[src/rtl/reindeer_wb_arbiter_if.sv]
// Wishbone classic link between one host and one peripheral.
// The host drives the master modport. The peripheral drives the slave modport.
interface reindeer_wb_arbiter_if #(
    parameter int ADDR_BITS = 16,
    parameter int DATA_BITS = 32
);
    logic                   cyc;
    logic                   stb;
    logic                   we;
    logic [DATA_BITS/8-1:0] sel;
    logic [ADDR_BITS-1:0]   adr;
    logic [DATA_BITS-1:0]   dat_w;
    logic [DATA_BITS-1:0]   dat_r;
    logic                   ack;
    logic                   err;

    // The peripheral side of the arbiter has no error input, so err is host-facing only.
    modport master (output cyc, stb, we, sel, adr, dat_w, input dat_r, ack);
    modport slave  (input cyc, stb, we, sel, adr, dat_w, output dat_r, ack, err);
endinterface

[src/rtl/reindeer_wb_arbiter.sv]
// Round-robin arbiter for two Wishbone hosts sharing one peripheral, with a bus watchdog.
// Grant is given 1 cycle after request. The losing host is stalled with no ack until it wins.
module reindeer_wb_arbiter #(
    parameter int                   ADDR_BITS = 16,
    parameter int                   DATA_BITS = 32,
    parameter int                   TIMEOUT   = 255,
    parameter logic [DATA_BITS-1:0] ERR_DATA  = DATA_BITS'(32'hDEADBEEF)
) (
    input  logic                  clk,
    input  logic                  reset_n,
    input  logic                  sync_reset,
    reindeer_wb_arbiter_if.slave  m0,
    reindeer_wb_arbiter_if.slave  m1,
    reindeer_wb_arbiter_if.master s,
    output logic [1:0]            grant,
    output logic                  bus_error,
    output logic [7:0]            err_count
);
    typedef enum logic [1:0] {IDLE, BUSY, RELEASE} state_t;

    localparam logic [15:0] TIMER_LAST = 16'(TIMEOUT - 1);

    state_t         state;
    logic           last;
    logic [15:0]    timer;

    logic           req0;
    logic           req1;
    logic           busy;
    logic           own1;
    logic           own_cyc;
    logic           own_stb;
    logic           expired;
    logic           timeout;
    logic           done;
    logic [DATA_BITS-1:0] rdat;

    assign req0    = m0.cyc & m0.stb;
    assign req1    = m1.cyc & m1.stb;
    assign busy    = (state == BUSY);
    assign own1    = grant[1];
    assign own_cyc = own1 ? m1.cyc : m0.cyc;
    assign own_stb = own1 ? m1.stb : m0.stb;
    assign expired = (timer == TIMER_LAST);
    // A real ack in the expiry cycle wins over the watchdog.
    assign timeout = busy & own_cyc & ~s.ack & expired;
    assign done    = busy & own_cyc & (s.ack | expired);
    assign rdat    = timeout ? ERR_DATA : s.dat_r;

    always_comb begin
        s.cyc   = busy & own_cyc;
        s.stb   = busy & own_cyc & own_stb;
        s.we    = 1'b0;
        s.sel   = '0;
        s.adr   = '0;
        s.dat_w = '0;
        if (busy) begin
            s.we    = own1 ? m1.we    : m0.we;
            s.sel   = own1 ? m1.sel   : m0.sel;
            s.adr   = own1 ? m1.adr   : m0.adr;
            s.dat_w = own1 ? m1.dat_w : m0.dat_w;
        end
    end

    assign m0.dat_r = (busy & grant[0]) ? rdat : '0;
    assign m0.ack   = grant[0] & done;
    assign m0.err   = grant[0] & timeout;
    assign m1.dat_r = (busy & grant[1]) ? rdat : '0;
    assign m1.ack   = grant[1] & done;
    assign m1.err   = grant[1] & timeout;

    always_ff @(posedge clk or negedge reset_n) begin
        if (!reset_n) begin
            state     <= IDLE;
            grant     <= 2'b00;
            last      <= 1'b1;
            timer     <= '0;
            bus_error <= 1'b0;
            err_count <= '0;
        end else if (sync_reset) begin
            state     <= IDLE;
            grant     <= 2'b00;
            last      <= 1'b1;
            timer     <= '0;
            bus_error <= 1'b0;
            err_count <= '0;
        end else begin
            bus_error <= 1'b0;
            case (state)
                IDLE: begin
                    timer <= '0;
                    if (req0 | req1) begin
                        grant <= (req0 & (~req1 | last)) ? 2'b01 : 2'b10;
                        state <= BUSY;
                    end
                end
                BUSY: begin
                    // Abort, ack and watchdog expiry all end the cycle the same way.
                    if (!own_cyc || s.ack || expired) begin
                        state <= RELEASE;
                        grant <= 2'b00;
                        last  <= own1;
                        timer <= '0;
                        if (timeout) begin
                            bus_error <= 1'b1;
                            if (err_count != 8'hFF)
                                err_count <= err_count + 8'd1;
                        end
                    end else begin
                        timer <= timer + 16'd1;
                    end
                end
                default: begin
                    state <= IDLE;
                    grant <= 2'b00;
                end
            endcase
        end
    end
endmodule

[src/flat_wrapper.sv]
// flat-port wrapper written by rule: the top's interface ports become plain ports
module reindeer_wb_arbiter_flat 
#(
    parameter int                   ADDR_BITS = 16,
    parameter int                   DATA_BITS = 32,
    parameter int                   TIMEOUT   = 255,
    parameter logic [DATA_BITS-1:0] ERR_DATA  = DATA_BITS'(32'hDEADBEEF)
)
  (clk, reset_n, sync_reset, grant, bus_error, err_count, m0_cyc, m0_stb, m0_we, m0_sel, m0_adr, m0_dat_w, m0_dat_r, m0_ack, m0_err, m1_cyc, m1_stb, m1_we, m1_sel, m1_adr, m1_dat_w, m1_dat_r, m1_ack, m1_err, s_cyc, s_stb, s_we, s_sel, s_adr, s_dat_w, s_dat_r, s_ack);
  reindeer_wb_arbiter_if #(.ADDR_BITS(ADDR_BITS), .DATA_BITS(DATA_BITS)) m0_i ();
  reindeer_wb_arbiter_if #(.ADDR_BITS(ADDR_BITS), .DATA_BITS(DATA_BITS)) m1_i ();
  reindeer_wb_arbiter_if #(.ADDR_BITS(ADDR_BITS), .DATA_BITS(DATA_BITS)) s_i ();
  input  logic clk;
  input  logic reset_n;
  input  logic sync_reset;
  output logic [1:0] grant;
  output logic bus_error;
  output logic [7:0] err_count;
  input wire logic [$bits(m0_i.cyc)-1:0] m0_cyc;
  input wire logic [$bits(m0_i.stb)-1:0] m0_stb;
  input wire logic [$bits(m0_i.we)-1:0] m0_we;
  input wire logic [$bits(m0_i.sel)-1:0] m0_sel;
  input wire logic [$bits(m0_i.adr)-1:0] m0_adr;
  input wire logic [$bits(m0_i.dat_w)-1:0] m0_dat_w;
  output wire logic [$bits(m0_i.dat_r)-1:0] m0_dat_r;
  output wire logic [$bits(m0_i.ack)-1:0] m0_ack;
  output wire logic [$bits(m0_i.err)-1:0] m0_err;
  input wire logic [$bits(m1_i.cyc)-1:0] m1_cyc;
  input wire logic [$bits(m1_i.stb)-1:0] m1_stb;
  input wire logic [$bits(m1_i.we)-1:0] m1_we;
  input wire logic [$bits(m1_i.sel)-1:0] m1_sel;
  input wire logic [$bits(m1_i.adr)-1:0] m1_adr;
  input wire logic [$bits(m1_i.dat_w)-1:0] m1_dat_w;
  output wire logic [$bits(m1_i.dat_r)-1:0] m1_dat_r;
  output wire logic [$bits(m1_i.ack)-1:0] m1_ack;
  output wire logic [$bits(m1_i.err)-1:0] m1_err;
  output wire logic [$bits(s_i.cyc)-1:0] s_cyc;
  output wire logic [$bits(s_i.stb)-1:0] s_stb;
  output wire logic [$bits(s_i.we)-1:0] s_we;
  output wire logic [$bits(s_i.sel)-1:0] s_sel;
  output wire logic [$bits(s_i.adr)-1:0] s_adr;
  output wire logic [$bits(s_i.dat_w)-1:0] s_dat_w;
  input wire logic [$bits(s_i.dat_r)-1:0] s_dat_r;
  input wire logic [$bits(s_i.ack)-1:0] s_ack;
  assign m0_i.cyc = m0_cyc;
  assign m0_i.stb = m0_stb;
  assign m0_i.we = m0_we;
  assign m0_i.sel = m0_sel;
  assign m0_i.adr = m0_adr;
  assign m0_i.dat_w = m0_dat_w;
  assign m0_dat_r = m0_i.dat_r;
  assign m0_ack = m0_i.ack;
  assign m0_err = m0_i.err;
  assign m1_i.cyc = m1_cyc;
  assign m1_i.stb = m1_stb;
  assign m1_i.we = m1_we;
  assign m1_i.sel = m1_sel;
  assign m1_i.adr = m1_adr;
  assign m1_i.dat_w = m1_dat_w;
  assign m1_dat_r = m1_i.dat_r;
  assign m1_ack = m1_i.ack;
  assign m1_err = m1_i.err;
  assign s_cyc = s_i.cyc;
  assign s_stb = s_i.stb;
  assign s_we = s_i.we;
  assign s_sel = s_i.sel;
  assign s_adr = s_i.adr;
  assign s_dat_w = s_i.dat_w;
  assign s_i.dat_r = s_dat_r;
  assign s_i.ack = s_ack;
  reindeer_wb_arbiter #(.ADDR_BITS(ADDR_BITS), .DATA_BITS(DATA_BITS), .TIMEOUT(TIMEOUT), .ERR_DATA(ERR_DATA)) u_core (.clk(clk), .reset_n(reset_n), .sync_reset(sync_reset), .m0(m0_i), .m1(m1_i), .s(s_i), .grant(grant), .bus_error(bus_error), .err_count(err_count));
endmodule
[config.mk]
export PLATFORM = sky130hd
export DESIGN_NAME = reindeer_wb_arbiter_flat
export DESIGN_NICKNAME = d
export VERILOG_FILES = /design/src/rtl/reindeer_wb_arbiter_if.sv /design/src/rtl/reindeer_wb_arbiter.sv /design/src/flat_wrapper.sv
export SDC_FILE = /design/constraint.sdc
export NUM_CORES = 1
export LEC_CHECK = 0
export CORE_MARGIN = 10
export CORE_UTILIZATION = 31
export CTS_CLUSTER_DIAMETER = 120
export DETAILED_ROUTE_END_ITERATION = 6
export HOLD_SLACK_MARGIN = 0.03
export PLACE_DENSITY = 0.83
export SYNTH_ARGS = -nofsm -noshare
export SYNTH_HDL_FRONTEND = slang
export SYNTH_SLANG_ARGS = --single-unit
[constraint.sdc]
create_clock -name clk -period 2.45 [get_ports clk]
set_input_delay 0.49 -clock clk [delete_from_list [all_inputs] [get_ports clk]]
set_output_delay 0.49 -clock clk [all_outputs]
set_load 0.01 [all_outputs]
==> results.tsv <==
metric	value	unit
total number of yosys warnings	0	
share of flip-flops with an asynchronous set or reset	1.00	
initial standard-cell utilization of the core	0.318	
# rows	35	
leakage power total	3.11	nW
hold slack	0.566	ns
Final GP Congestion	0.915	
total number of H-tree levels	2	
kind of launch point of the worst setup path	flip-flop	
slowest stage delay, CP	0.38	ns
dominant synthesized flop cell	dfrtp_1	
Net count, final	866	
clock slew at the register clock pins of the worst setup and hold paths	0.06	ns
aggregate global routing overflow	0	
setup repair after global routing missed its margin	true	
number of antenna violations at the first check in global routing	0	
count of flip-flops with a built-in enable after synthesis	0	
count of nets left with antenna violations after detail routing	0	
final setup vio count	64	
proportion of synthesized chip area in sequential cells	0.257	
total vias in the final route	4206	
root buf cell	clkbuf_8	
synthesized area per cell	7.26	µm²
fraction of layout instances using a drive strength above 1	0.226	
Post-Synthesis Net Count	552	
final setup skew	0.00788	ns
nature of the critical path endpoint	output port	
ratio of total power to cell area	261	nW/µm²
post-layout total power	1.61	mW
largest fanout on the critical path	5	
timing-limited maximum frequency	391	MHz
first-pass detailed-route iteration total	5	
post-detailed-routing wire length	16600	µm
launch point of the critical path	u_core.timer[0]	
critical path data arrival time	2.07	ns
fraction of the cycle the final worst path needs	1.05	
CTS tree	yes	
Horiz. Die Dim	117	µm
global-route wire length before repair	23800	µm
half-perimeter wire length after detailed placement	13600	µm
critical path class	reg2out	
# port buffers	279	
Critical path destination	m0_dat_r[21]	
largest net degree at the start of global routing	41	
total global routing track utilization	0.224	
die footprint	13700	µm²
number of primary I/O pins	280	
via count of the first global-routing pass	4394	
R2R depth	14	
number of sinks handled by clock tree synthesis	30	
maximum clock insertion buffer count	2	
DR iter-0 viols	283	
Core Area	9200	µm²
origin of the critical flop-to-flop path	u_core.timer[0]	
maxcap violations	0	
final worst slack	-0.110	ns
cell chain of the critical path	inv_1 -> ha_2 -> and4_4 -> nand4_4 -> nor2_4 -> clkbuf_16 -> buf_8 -> buf_4 -> nor2_2 -> nor2_1 -> buf_2	
detailed-route DRC error count	0	
clock buffers created by TritonCTS	5	
slowest CP cell	dfrtp_1	
worst reg-to-reg setup slack	0.17	ns
violated checks	setup timing	
worst-skew pair later-pin latency	0.29	ns
area added between synthesis and finish	111	%
remaining max-slew budget at the tightest pin	0.421	
cells after synthesis	403	
routed vias/inst	5.07	
peak supply drop	0.186	mV
actual slew at the worst max-slew pin	0.863	ns
HP Class	reg2reg	
count of distinct cell types in the synthesized netlist	46	
Worst R2R End	u_core.err_count[6]	
chip height	117	µm
number of hold violations in the final report	0	
Finished Layout Cells	830	
mapped cell area	2930	µm²
required time worst endpoint	1.96	ns
crit path time final	2.56	ns
# placed instances	804	
outcome	finished with violations	
flip-flop and latch count after synthesis	30	
pins over their slew limit	0	
detailed-route wire length per cell	20.1	µm
==> routing by layer <==
layer | vias up | global-route usage | part of all wire
li1 | 1991 | - | -
met1 | 1960 | 0.215 | 0.32
met2 | 231 | 0.422 | 0.55
met3 | 24 | 0.0912 | 0.10
met4 | 0 | 0.0758 | 0.028
met5 | - | 0 | 0
==> through the flow <==
stage,setup slack (ns),area [µm²],util,TNS [ns]
CTS,-0.153,6040,0.656,-1.65
detailed placement,-0.612,6050,0.658,-34.53
global route,-0.212,6170,0.671,-10.10
floorplan,0.194,2930,-,0
global placement,-0.519,6050,0.658,-31.18
finish,-0.110,6170,0.671,-3.15
==> placed cells by master, fill, tap and decap left out, drive strengths merged, types with 2 or more instances in the layout <==
cell and instances:
a21o 4, a21oi 7, a311oi 2, and3 22, and4 3, buf 121, clkbuf 11, clkdlybuf4s50 181
dfrtp 29, dlygate4sd2 8, dlymetal6s2s 22, ha 3, inv 7, mux2i 57, nand2 14, nand2b 2
nand3 10, nand4 4, nor2 158, nor2b 2, nor3 7, nor3b 2, nor4 4, o21ai 12
or3 2, xnor2 7, xor2 5
==> synthesized netlist by cell type, drive strengths merged, types with 4 or more instances <==
library cell | number | share of area
a21o | 4 | 0.010
a21oi | 7 | 0.012
and3 | 22 | 0.047
buf | 12 | 0.024
clkbuf | 16 | 0.021
dfrtp | 29 | 0.25
inv | 7 | 0.0090
mux2i | 57 | 0.19
nand2 | 14 | 0.018
nand3 | 10 | 0.017
nand4 | 4 | 0.014
nor2 | 158 | 0.21
nor3 | 7 | 0.016
nor4 | 4 | 0.018
o21ai | 12 | 0.021
xnor2 | 7 | 0.021
xor2 | 5 | 0.015
==> repair_timing <==
action | CTS | global route
hold buffers | 0 | 0
gates cloned | 2 | 2
setup endpoints to repair | 118 | 104
setup buffers | 9 | 5
pin swaps | 9 | 8
resized for setup | 307 | 33
==> where the power goes <==
group          total (mW)  switching [mW]  internal, mW
Clock               0.386           0.184         0.201
Combinational       0.715           0.287         0.428
Sequential          0.509         0.00602         0.503
Total                1.61           0.477          1.13
==> critical path: cells and delay by family (launching register included) <==
kind	cells	cell delay, ns
fa+ha+maj	1	0.18
buf+inv	5	0.58
flops	1	0.38
simple gates	5	0.65
==> final cells by class <==
type                            count  area (µm²)
Clock buffer                        8        80.1
Tap cell                          111         139
Antenna cell                        1        2.50
Timing Repair Buffer              335        3070
Inverter                            7        26.3
Multi-Input combinational cell    338        2100
Sequential cell                    30         753
Fill cell                         752        3030
==> sequential cells by signal, summed over array words and instances, names as in the netlist <==
register          flops
u_core.bus_error      1
u_core.err_count      8
u_core.grant          2
u_core.last           1
u_core.state          2
u_core.timer         16
==> how the worst min path moves through the flow <==
stage / start / end / cells past startpoint / slack, ns
after floorplan: reset_n / u_core.bus_error / 0 / 0.19
after global placement: u_core.timer[2] / u_core.timer[2] / 1 / 0.52
after detailed placement: u_core.timer[2] / u_core.timer[2] / 1 / 0.54
after CTS: u_core.timer[2] / u_core.timer[2] / 1 / 0.56
after global routing: u_core.timer[2] / u_core.timer[2] / 1 / 0.57
final: u_core.timer[2] / u_core.timer[2] / 1 / 0.57
==> kinds of logic after synthesis <==
group | synth area share
compound gates | 0.0684
xor+xnor | 0.0359
fa+ha+maj | 0.0128
buf+inv | 0.0534
flops | 0.257
mux | 0.195
simple gates | 0.378
(Power assumes the default switching activity.)
